`src/rtl/iir_sched_pkg.sv`:
```
// Shared defaults and the recursive-section update step for iir_ch_sched.
package iir_sched_pkg;

    localparam int unsigned W_DEF   = 14;
    localparam int unsigned N_DEF   = 4;
    localparam int unsigned CHW_DEF = $clog2(N_DEF);

    // x + (y>>>1) + (y>>>2), wrapped to w+1 bits and sign-extended back to 32.
    // Callers pass operands already sign-extended to 32 bits; the arithmetic
    // shifts of the extended value equal those of the narrow value.
    function automatic logic signed [31:0] iir_step(
        input logic signed [31:0] x,
        input logic signed [31:0] y,
        input int unsigned        w
    );
        logic signed [31:0] s;
        s = x + (y >>> 1) + (y >>> 2);
        return (s <<< (31 - w)) >>> (31 - w);
    endfunction

endpackage

```
`src/rtl/iir_ch_sched_rr_arbiter.sv`:
```
// Combinational round-robin arbiter: first requester at or above ptr, wrapping.
module rr_arbiter
    import iir_sched_pkg::*;
#(
    parameter int unsigned N   = N_DEF,
    parameter int unsigned CHW = $clog2(N)
) (
    input  logic [N-1:0]   req,
    input  logic [CHW-1:0] ptr,
    output logic [N-1:0]   gnt,
    output logic [CHW-1:0] gnt_idx,
    output logic           any
);

    logic [CHW-1:0] idx;

    // Scan channels starting at ptr; the first set request wins.
    always_comb begin
        gnt     = '0;
        gnt_idx = '0;
        any     = 1'b0;
        idx     = '0;
        for (int unsigned i = 0; i < N; i++) begin
            idx = CHW'((32'(ptr) + i) % N);
            if (!any && req[idx]) begin
                any      = 1'b1;
                gnt[idx] = 1'b1;
                gnt_idx  = idx;
            end
        end
    end

endmodule

```
`src/rtl/iir_ch_sched.sv`:
```
// Time-multiplexed first-order IIR, y <= x + (y>>>1) + (y>>>2), over N channels.
// Two-stage pipeline: A captures sample and state, B computes and writes back.
module iir_ch_sched
    import iir_sched_pkg::*;
#(
    parameter int unsigned W   = W_DEF,
    parameter int unsigned N   = N_DEF,
    parameter int unsigned CHW = $clog2(N)
) (
    input  logic               clk,
    input  logic               reset_n,
    input  logic [N*(W+1)-1:0] x_in,
    input  logic [N-1:0]       x_valid,
    output logic [N-1:0]       x_ready,
    input  logic               clr,
    input  logic [CHW-1:0]     clr_ch,
    output logic [W:0]         y_out,
    output logic [CHW-1:0]     y_ch,
    output logic               y_valid
);

    logic signed [W:0] y_st [N];
    logic signed [W:0] x_arr [N];

    logic [CHW-1:0]    ptr;
    logic [N-1:0]      gnt;
    logic [CHW-1:0]    g;
    logic              acc;

    logic signed [W:0] xa;
    logic signed [W:0] ya;
    logic [CHW-1:0]    cha;
    logic              va;

    logic signed [W:0] yn;
    logic signed [W:0] ya_nxt;

    rr_arbiter #(.N(N), .CHW(CHW)) u_arb (
        .req     (x_valid),
        .ptr     (ptr),
        .gnt     (gnt),
        .gnt_idx (g),
        .any     (acc)
    );

    // Grant is hidden while reset is held so no accept is signalled.
    assign x_ready = gnt & {N{reset_n}};

    // Unpack the flat sample bus into per-channel lanes.
    always_comb begin
        for (int unsigned c = 0; c < N; c++) begin
            x_arr[c] = x_in[c*(W+1) +: W+1];
        end
    end

    // Stage B update value, wrapped to W+1 bits.
    assign yn = (W+1)'(iir_step(32'(xa), 32'(ya), W));

    // Stage A state read with bypass from stage B; a same-cycle clear beats it.
    always_comb begin
        ya_nxt = y_st[g];
        if (clr && (clr_ch == g)) begin
            ya_nxt = '0;
        end else if (va && (cha == g)) begin
            ya_nxt = yn;
        end
    end

    // Round-robin pointer advances past the granted channel.
    always_ff @(posedge clk or negedge reset_n) begin
        if (!reset_n) begin
            ptr <= '0;
        end else if (acc) begin
            ptr <= CHW'((32'(g) + 1) % N);
        end
    end

    // Stage A register.
    always_ff @(posedge clk or negedge reset_n) begin
        if (!reset_n) begin
            va  <= 1'b0;
            xa  <= '0;
            ya  <= '0;
            cha <= '0;
        end else begin
            va <= acc;
            if (acc) begin
                xa  <= x_arr[g];
                ya  <= ya_nxt;
                cha <= g;
            end
        end
    end

    // Stage B result register; y_out/y_ch hold when no result is produced.
    always_ff @(posedge clk or negedge reset_n) begin
        if (!reset_n) begin
            y_valid <= 1'b0;
            y_out   <= '0;
            y_ch    <= '0;
        end else begin
            y_valid <= va;
            if (va) begin
                y_out <= yn;
                y_ch  <= cha;
            end
        end
    end

    // Per-channel state: clear has priority over the stage B write-back.
    always_ff @(posedge clk or negedge reset_n) begin
        if (!reset_n) begin
            for (int unsigned c = 0; c < N; c++) begin
                y_st[c] <= '0;
            end
        end else begin
            for (int unsigned c = 0; c < N; c++) begin
                if (clr && (clr_ch == CHW'(c))) begin
                    y_st[c] <= '0;
                end else if (va && (cha == CHW'(c))) begin
                    y_st[c] <= yn;
                end
            end
        end
    end

endmodule

```
`config.mk`:
```
export PLATFORM = sky130hd
export DESIGN_NAME = iir_ch_sched
export DESIGN_NICKNAME = d
export VERILOG_FILES = /design/src/rtl/iir_sched_pkg.sv /design/src/rtl/iir_ch_sched_rr_arbiter.sv /design/src/rtl/iir_ch_sched.sv
export SDC_FILE = /design/constraint.sdc
export NUM_CORES = 1
export LEC_CHECK = 0
export CAP_MARGIN = 20
export CORE_ASPECT_RATIO = 0.9
export CORE_MARGIN = 3
export CORE_UTILIZATION = 30
export DETAILED_ROUTE_END_ITERATION = 8
export SKIP_CTS_REPAIR_TIMING = 1
export SYNTH_ARGS = -nofsm -noshare
export SYNTH_HDL_FRONTEND = slang
export SYNTH_SLANG_ARGS = --single-unit
export TNS_END_PERCENT = 1
```
`constraint.sdc`:
```
create_clock -name clk -period 3.3 [get_ports clk]
set_input_delay 0.495 -clock clk [delete_from_list [all_inputs] [get_ports clk]]
set_output_delay 0.495 -clock clk [all_outputs]
set_load 0.03 [all_outputs]
```
==> results.py, run 1 <==
metrics = {
    "timing": {
        "skew_ns": 0.007713,
        "period_share_pct": 94.49,
        "setup_viol": 0,
        "slew_viol_final": 0,
        "fin_crit_ns": 3.118,
        "fmax_mhz": 320.7,
        "hold_viol": 0,
        "tightestPinTransition_ns": 0.7569,
        "relSlewSlack_pct": 49.54,
        "whs_ns": 0.2970,
    },
    "synth": {
        "synthMostInstantiatedCell": "dfrtp_1",
        "yosysSeqAreaShare_pct": 43.03,
        "synth-main-ff-cell": "dfrtp_1",
        "ys_warn_count": 0,
        "async_flop_share_pct": 100.0,
        "netlist_area_sq_um": 6281,
        "netlist_instances": 615,
        "synth_fp_nets": 719,
        "avgSynthCellArea_sq_um": 10.21,
        "synth.top_cells.by_count": "dfrtp_1 (108), nand2_1 (91), a22o_1 (52)",
        "synth_edf_count": 0,
        "synth_seq_cells": 108,
        "synth_top_area_share_pct": 43.03,
        "synth_area_leader_cell": "dfrtp_1",
        "synth_top_cells_by_area": "dfrtp_1 (43%), a22o_1 (7.3%), mux2i_1 (6.4%)",
        "yosys.cell_types.count": 45,
    },
    "placed_design": {
        "dp_cells": 973,
        "portBuffers": 90,
        "place_congestion": 0.8028,
        "dp_hpwl_um": 11050,
    },
    "critical_path": {
        "crit_chain": "inv_1, fa_1, inv_1, ha_1, fa_1, a21oi_2, o211ai_1, o22ai_2, o21bai_1, a21oi_1, xnor2_2, mux2_2",
        "crit_family": "adder cells",
        "rrSetupSlack_ns": 0.18,
        "crit_arrival_ns": 3.35,
        "cpPeakStageDelay_ns": 0.53,
        "crit_slowest_cell": "fa_1",
        "critPathRequiredTime_ns": 3.53,
        "path_class": "flop to flop",
        "crit_fanout": 6,
        "end_kind": "flop",
        "start_kind": "flop",
        "cp_num_buf_inv": 2,
    },
    "routing": {
        "wl_per_cell_um": 16.05,
        "drt_iter0_markers": 235,
        "antenna_left": 0,
        "dr_total_vias": 4953,
        "drc": 0,
        "routed_via_density": 5.008,
        "drt-total-wl_um": 15880,
        "drtPass1Iterations": 5,
    },
    "clock_tree": {
        "cts.sinks": 108,
        "clockBufferDepth": 2,
        "cts_tree": "done",
        "clkSlewWorstSetupHoldPaths_ns": 0.07,
        "h-tree-depth": 3,
        "root_buffer": "clkbuf_16",
        "insertion_delay_ns": 0.35,
        "cts_buffers": 9,
    },
    "grt": {
        "met1_usage_pct": 19.27,
        "grt_use_met3_pct": 2.242,
        "gr-usage-met2_pct": 24.14,
        "track_usage_pct": 14.27,
        "antenna_found_initial": 0,
        "grt_max_degree": 109,
        "grt_pass1_vias": 4979,
        "grt_pass1_wl_um": 26050,
        "gr-total-overflow": 0,
        "gr-max-usage-layer": "met2",
    },
    "layout": {
        "nNetsFinal": 808,
        "diodes": 0,
        "multi_input_area_sq_um": 3336,
        "num-fill-cells": 1986,
        "regArea_sq_um": 2703,
        "drive_above_1_share_pct": 12.98,
        "fin_cells": 989,
        "area_growth_pct": 26.97,
    },
    "run": {
        "drv_cap": 0,
    },
    "floorplan": {
        "core-area_sq_um": 20290,
        "fp.dieH_um": 143.3,
        "row_count": 49,
        "dieWidth_um": 158.5,
        "start_util_pct": 30.95,
        "die-area_sq_um": 22710,
        "pin_count": 91,
    },
    "worst_hold_path": {
        "hold_path.class": "input pin to asynchronous set/reset pin",
    },
    "status": {
        "status": "complete, no violations",
    },
}
[per-layer routing]
layer / part of all wire [%] / routed length, um
met5: 0 / 0
met4: 1.1 / 170
met3: 2.6 / 415
met2: 50 / 7877
met1: 47 / 7415
[cell usage in the layout, fill, tap and decap left out, drive strengths merged, types with 2 or more instances in the layout]
cell type      count
mux2              28
bufinv             2
inv               25
ha                21
o211ai             2
o21a               4
and2               5
mux2i             40
dfrtp            108
a211oi             5
nand4              3
xnor2             13
nand3              2
buf               35
mux4               2
fa                14
o21bai             2
nor3b              3
clkbuf             9
clkinv             2
nor2              16
nor2b              5
a32oi             12
o21ai             61
clkdlybuf4s50     85
a22o              52
nand2             91
o22ai              4
a22oi              9
nor3               5
a21oi             27
xor2               3
o31ai              2
a21o               5
[worst paths after layout]
path / start / endpoint / cells past startpoint
max: xa[1]$_DFFE_PN0P_ / y_out[11]$_DFFE_PN0P_ / 12
min: reset_n / y_st[40]$_DFFE_PN0P_ / 2
max reg2reg: xa[1]$_DFFE_PN0P_ / y_out[11]$_DFFE_PN0P_ / 12
min reg2reg: y_st[24]$_DFFE_PN0P_ / y_st[24]$_DFFE_PN0P_ / 2
max in group asynchronous: reset_n / y_out[14]$_DFFE_PN0P_ / 2
min in group clk: y_st[24]$_DFFE_PN0P_ / y_st[24]$_DFFE_PN0P_ / 2
[worst register-to-register path, delay by kind of cell (launching register included)]
family	cells	cell delay [ns]
flip-flops	1	0.35
XOR/XNOR	1	0.15
multiplexers	1	0.28
buffers and inverters	2	0.10
AO/OA/AOI/OAI	5	0.94
adder cells (fa/ha/maj)	3	1.19
[through the flow]
step	TNS, ns	setup WS [ns]	utilization (%)	area, sq um
detailed placement	0	0.06392	37.58	7626
CTS	0	0.06569	39.18	7950
finish	0	0.1818	39.30	7975
global route	-0.08409	-0.04491	39.30	7975
floorplan	0	0.3289	-	6281
global placement	0	0.09431	37.58	7626
[area by class of cell]
type / count / area share (%)
clock buffer: 9 / 2.824
clock inverter: 7 / 1.239
inverter: 23 / 1.083
multi-input combinational: 442 / 41.83
sequential: 108 / 33.89
tap: 280 / 4.393
timing repair buffer: 120 / 14.75
[flip-flops by register name, summed over array words and instances, names as in the netlist]
name     count
cha          2
ptr          2
va           1
xa          15
y_ch         2
y_out       15
y_st        56
y_valid      1
ya          14
[cells by family (layout without fill, tap and decap cells)]
family | after synthesis | in the layout | share of synthesized area (%)
xor+xnor | 16 | 16 | 2.231
fa+ha+maj | 35 | 35 | 8.645
mux | 70 | 70 | 12.11
simple gates | 135 | 135 | 9.283
compound gates | 186 | 186 | 20.32
buf+inv | 65 | 159 | 4.382
flops | 108 | 108 | 43.03
Power of run 1 is left out: the tool's default activity adds up to more than one toggle a clock period on the data nets, which glitch-free logic cannot reach.
==> inputs of run 2 (changes only) <==
--- a/config.mk
+++ b/config.mk
@@ -5,10 +5,11 @@
 export SDC_FILE = /design/constraint.sdc
 export NUM_CORES = 1
 export LEC_CHECK = 0
-export CAP_MARGIN = 20
 export CORE_ASPECT_RATIO = 0.9
 export CORE_MARGIN = 3
 export CORE_UTILIZATION = 30
+export CTS_CLUSTER_DIAMETER = 40
+export CTS_CLUSTER_SIZE = 24
 export DETAILED_ROUTE_END_ITERATION = 8
 export SKIP_CTS_REPAIR_TIMING = 1
 export SYNTH_ARGS = -nofsm -noshare
==> results of run 2 <==
No change in the layout: final DEF, timing and power equal those of run 1.
Power of run 2 is left out for the same reason.
==> inputs of run 3 (changes only) <==
--- a/config.mk
+++ b/config.mk
@@ -12,6 +12,7 @@
 export CTS_CLUSTER_SIZE = 24
 export DETAILED_ROUTE_END_ITERATION = 8
 export SKIP_CTS_REPAIR_TIMING = 1
+export SKIP_LAST_GASP = 1
 export SYNTH_ARGS = -nofsm -noshare
 export SYNTH_HDL_FRONTEND = slang
 export SYNTH_SLANG_ARGS = --single-unit
==> constraint.sdc (replaced) <==
create_clock -name clk -period 3.4 [get_ports clk]
set_input_delay 0.51 -clock clk [delete_from_list [all_inputs] [get_ports clk]]
set_output_delay 0.51 -clock clk [all_outputs]
set_load 0.03 [all_outputs]
==> run 3 against run 2 <==
Effect of this change: first-iteration DRC count increased by 40%; sequential cell count unchanged; global-route usage fell by 0.23 points; worst hold slack got worse by 0.16 ns; via count shrank 1.0%; largest cell class unchanged; clock skew grew 0.0015 ns; wire length is 0.86% lower; critical path depth increased by 1; register-to-register slack is essentially flat; cell count down 0.40%; count of clock-buffer cells in the layout increased by 2; die area unchanged.
==> results.py, run 3 (same netlist as run 1, synthesis figures left out) <==
metrics = {
    "critical_path": {
        "cpPeakStageDelay_ns": 0.53,
        "r2r-end": "ya[11]$_DFFE_PN0P_",
        "rrSetupSlack_ns": 0.18,
        "crit_fanout": 6,
        "cp_num_buf_inv": 2,
        "critPathRequiredTime_ns": 3.66,
        "crit_slowest_cell": "fa_1",
        "crit_family": "compound AO/OA/AOI/OAI gates",
        "crit_arrival_ns": 3.48,
        "crit_chain": "inv_1, fa_1, inv_1, ha_1, fa_1, a21oi_1, o211ai_1, o22ai_2, o21bai_1, a21oi_1, xnor2_2, mux2i_1, o21ai_1",
        "end_kind": "flop",
        "r2r_cells": 13,
        "worstSetupStartpoint": "xa[1]$_DFFE_PN0P_",
        "worstReg2RegStart": "xa[1]$_DFFE_PN0P_",
        "start_kind": "flop",
        "path_class": "flop to flop",
    },
    "layout": {
        "nNetsFinal": 804,
        "largest_reg_flops": 56,
        "diodes": 0,
        "final_cell_mix": "dfrtp_1 (108), nand2_1 (91), clkdlybuf4s50_1 (85), a22o_1 (52), o21ai_0 (49)",
        "final_common_cell": "dfrtp_1",
        "top_regs": "y_st (56), xa (15), y_out (15)",
        "area_growth_pct": 26.26,
        "drive_above_1_share_pct": 12.20,
        "top_register": "y_st",
    },
    "clock_tree": {
        "h-tree-depth": 3,
        "cts_buffers": 9,
        "root_buffer": "clkbuf_16",
        "clockBufferDepth": 2,
        "insertion_delay_ns": 0.34,
        "cts.sinks": 108,
        "cts_tree": "done",
        "clkSlewWorstSetupHoldPaths_ns": 0.08,
    },
    "grt": {
        "antenna_found_initial": 0,
        "grt_pass1_vias": 4873,
        "gr-total-overflow": 0,
        "track_usage_pct": 14.05,
        "grt_max_degree": 46,
        "grt_pass1_wl_um": 25660,
    },
    "routing": {
        "wl_per_cell_um": 15.98,
        "wl_met2_um": 7730,
        "met1_length_um": 7392,
        "drtPass1Iterations": 5,
        "drc": 0,
        "drt_iter0_markers": 330,
        "routed_via_density": 4.977,
        "antenna_left": 0,
        "routed.top_layer": "met4",
        "drt-total-wl_um": 15740,
        "met3_length_um": 529,
        "dr_total_vias": 4902,
    },
    "timing": {
        "fin_crit_ns": 3.218,
        "skew_ns": 0.009209,
        "setup_viol": 0,
        "relSlewSlack_pct": 47.57,
        "period_share_pct": 94.65,
        "whs_ns": 0.1414,
        "slew_viol_final": 0,
        "fmax_mhz": 310.7,
        "hold_viol": 0,
        "tightestPinTransition_ns": 0.7865,
        "rsz0062_at_grt": "true",
        "setup-tns-final_ns": 0,
    },
    "status": {
        "status": "complete, no violations",
    },
    "run": {
        "drv_cap": 0,
    },
    "floorplan": {
        "die-area_sq_um": 22710,
        "dieWidth_um": 158.5,
        "start_util_pct": 30.95,
        "fp.dieH_um": 143.3,
        "pin_count": 91,
        "core-area_sq_um": 20290,
        "row_count": 49,
    },
    "worst_hold_path": {
        "hold_path.class": "input pin to asynchronous set/reset pin",
    },
    "placed_design": {
        "place_congestion": 0.8006,
        "dp_hpwl_um": 10890,
        "portBuffers": 90,
    },
}
==> run 3: changes by cell type in the layout (fill, tap and decap cells not counted), sizes merged <==
| cell | previous run | this run |
|---|---|---|
| buf | 35 | 31 |
| clkbuf | 9 | 11 |
| clkinv | 2 | 1 |
| clkinvlp | 1 | 0 |
==> run 3: worst max-delay path by stage <==
stage,slack (ns),cells after the start,to
after CTS,0.10,13,ya[11]$_DFFE_PN0P_
after detailed placement,0.13,13,ya[11]$_DFFE_PN0P_
final,0.18,13,ya[11]$_DFFE_PN0P_
after global routing,-0.007,12,y_out[13]$_DFFE_PN0P_
after global placement,0.19,13,ya[13]$_DFFE_PN0P_
after floorplan,0.43,14,ya[2]$_DFFE_PN0P_
==> run 3: routing by layer <==
layer | global-route usage, % | vias to the layer above
li1 | - | 2375
met1 | 19.59 | 2426
met2 | 23.44 | 92
met3 | 2.606 | 9
met4 | 1.901 | 0
met5 | 0 | -
==> run 3: area by class of cell <==
| type | instances | area, sq um |
|---|---|---|
| Inverter | 23 | 86.33 |
| Fill cell | 1997 | 12360 |
| Clock buffer | 11 | 242.7 |
| Timing Repair Buffer | 116 | 1134 |
| Multi-Input combinational cell | 442 | 3332 |
| Sequential cell | 108 | 2703 |
| Clock inverter | 5 | 82.58 |
| Tap cell | 280 | 350.3 |
==> run 3: metrics by stage <==
step           utilization [%]  instances  instance area, sq um  worst slack, ns
3_5_place_dp             37.37        969                  7584           0.1336
5_1_grt                  39.08        985                  7930        -0.006958
3_3_place_gp             37.37        969                  7584           0.1879
2_1_floorplan                -        615                  6281           0.4289
6_report                 39.08        985                  7930           0.1819
4_1_cts                  38.97        985                  7909           0.1044
==> run 3: worst reg2reg max path: stages (launching register included) <==
cell	delay (ns)
dfrtp_1	0.35
inv_1	0.06
fa_1	0.53
inv_1	0.04
ha_1	0.23
fa_1	0.42
a21oi_1	0.24
o211ai_1	0.18
o22ai_2	0.28
o21bai_1	0.09
a21oi_1	0.25
xnor2_2	0.21
mux2i_1	0.13
o21ai_1	0.14
Power of run 3 is left out for the same reason.
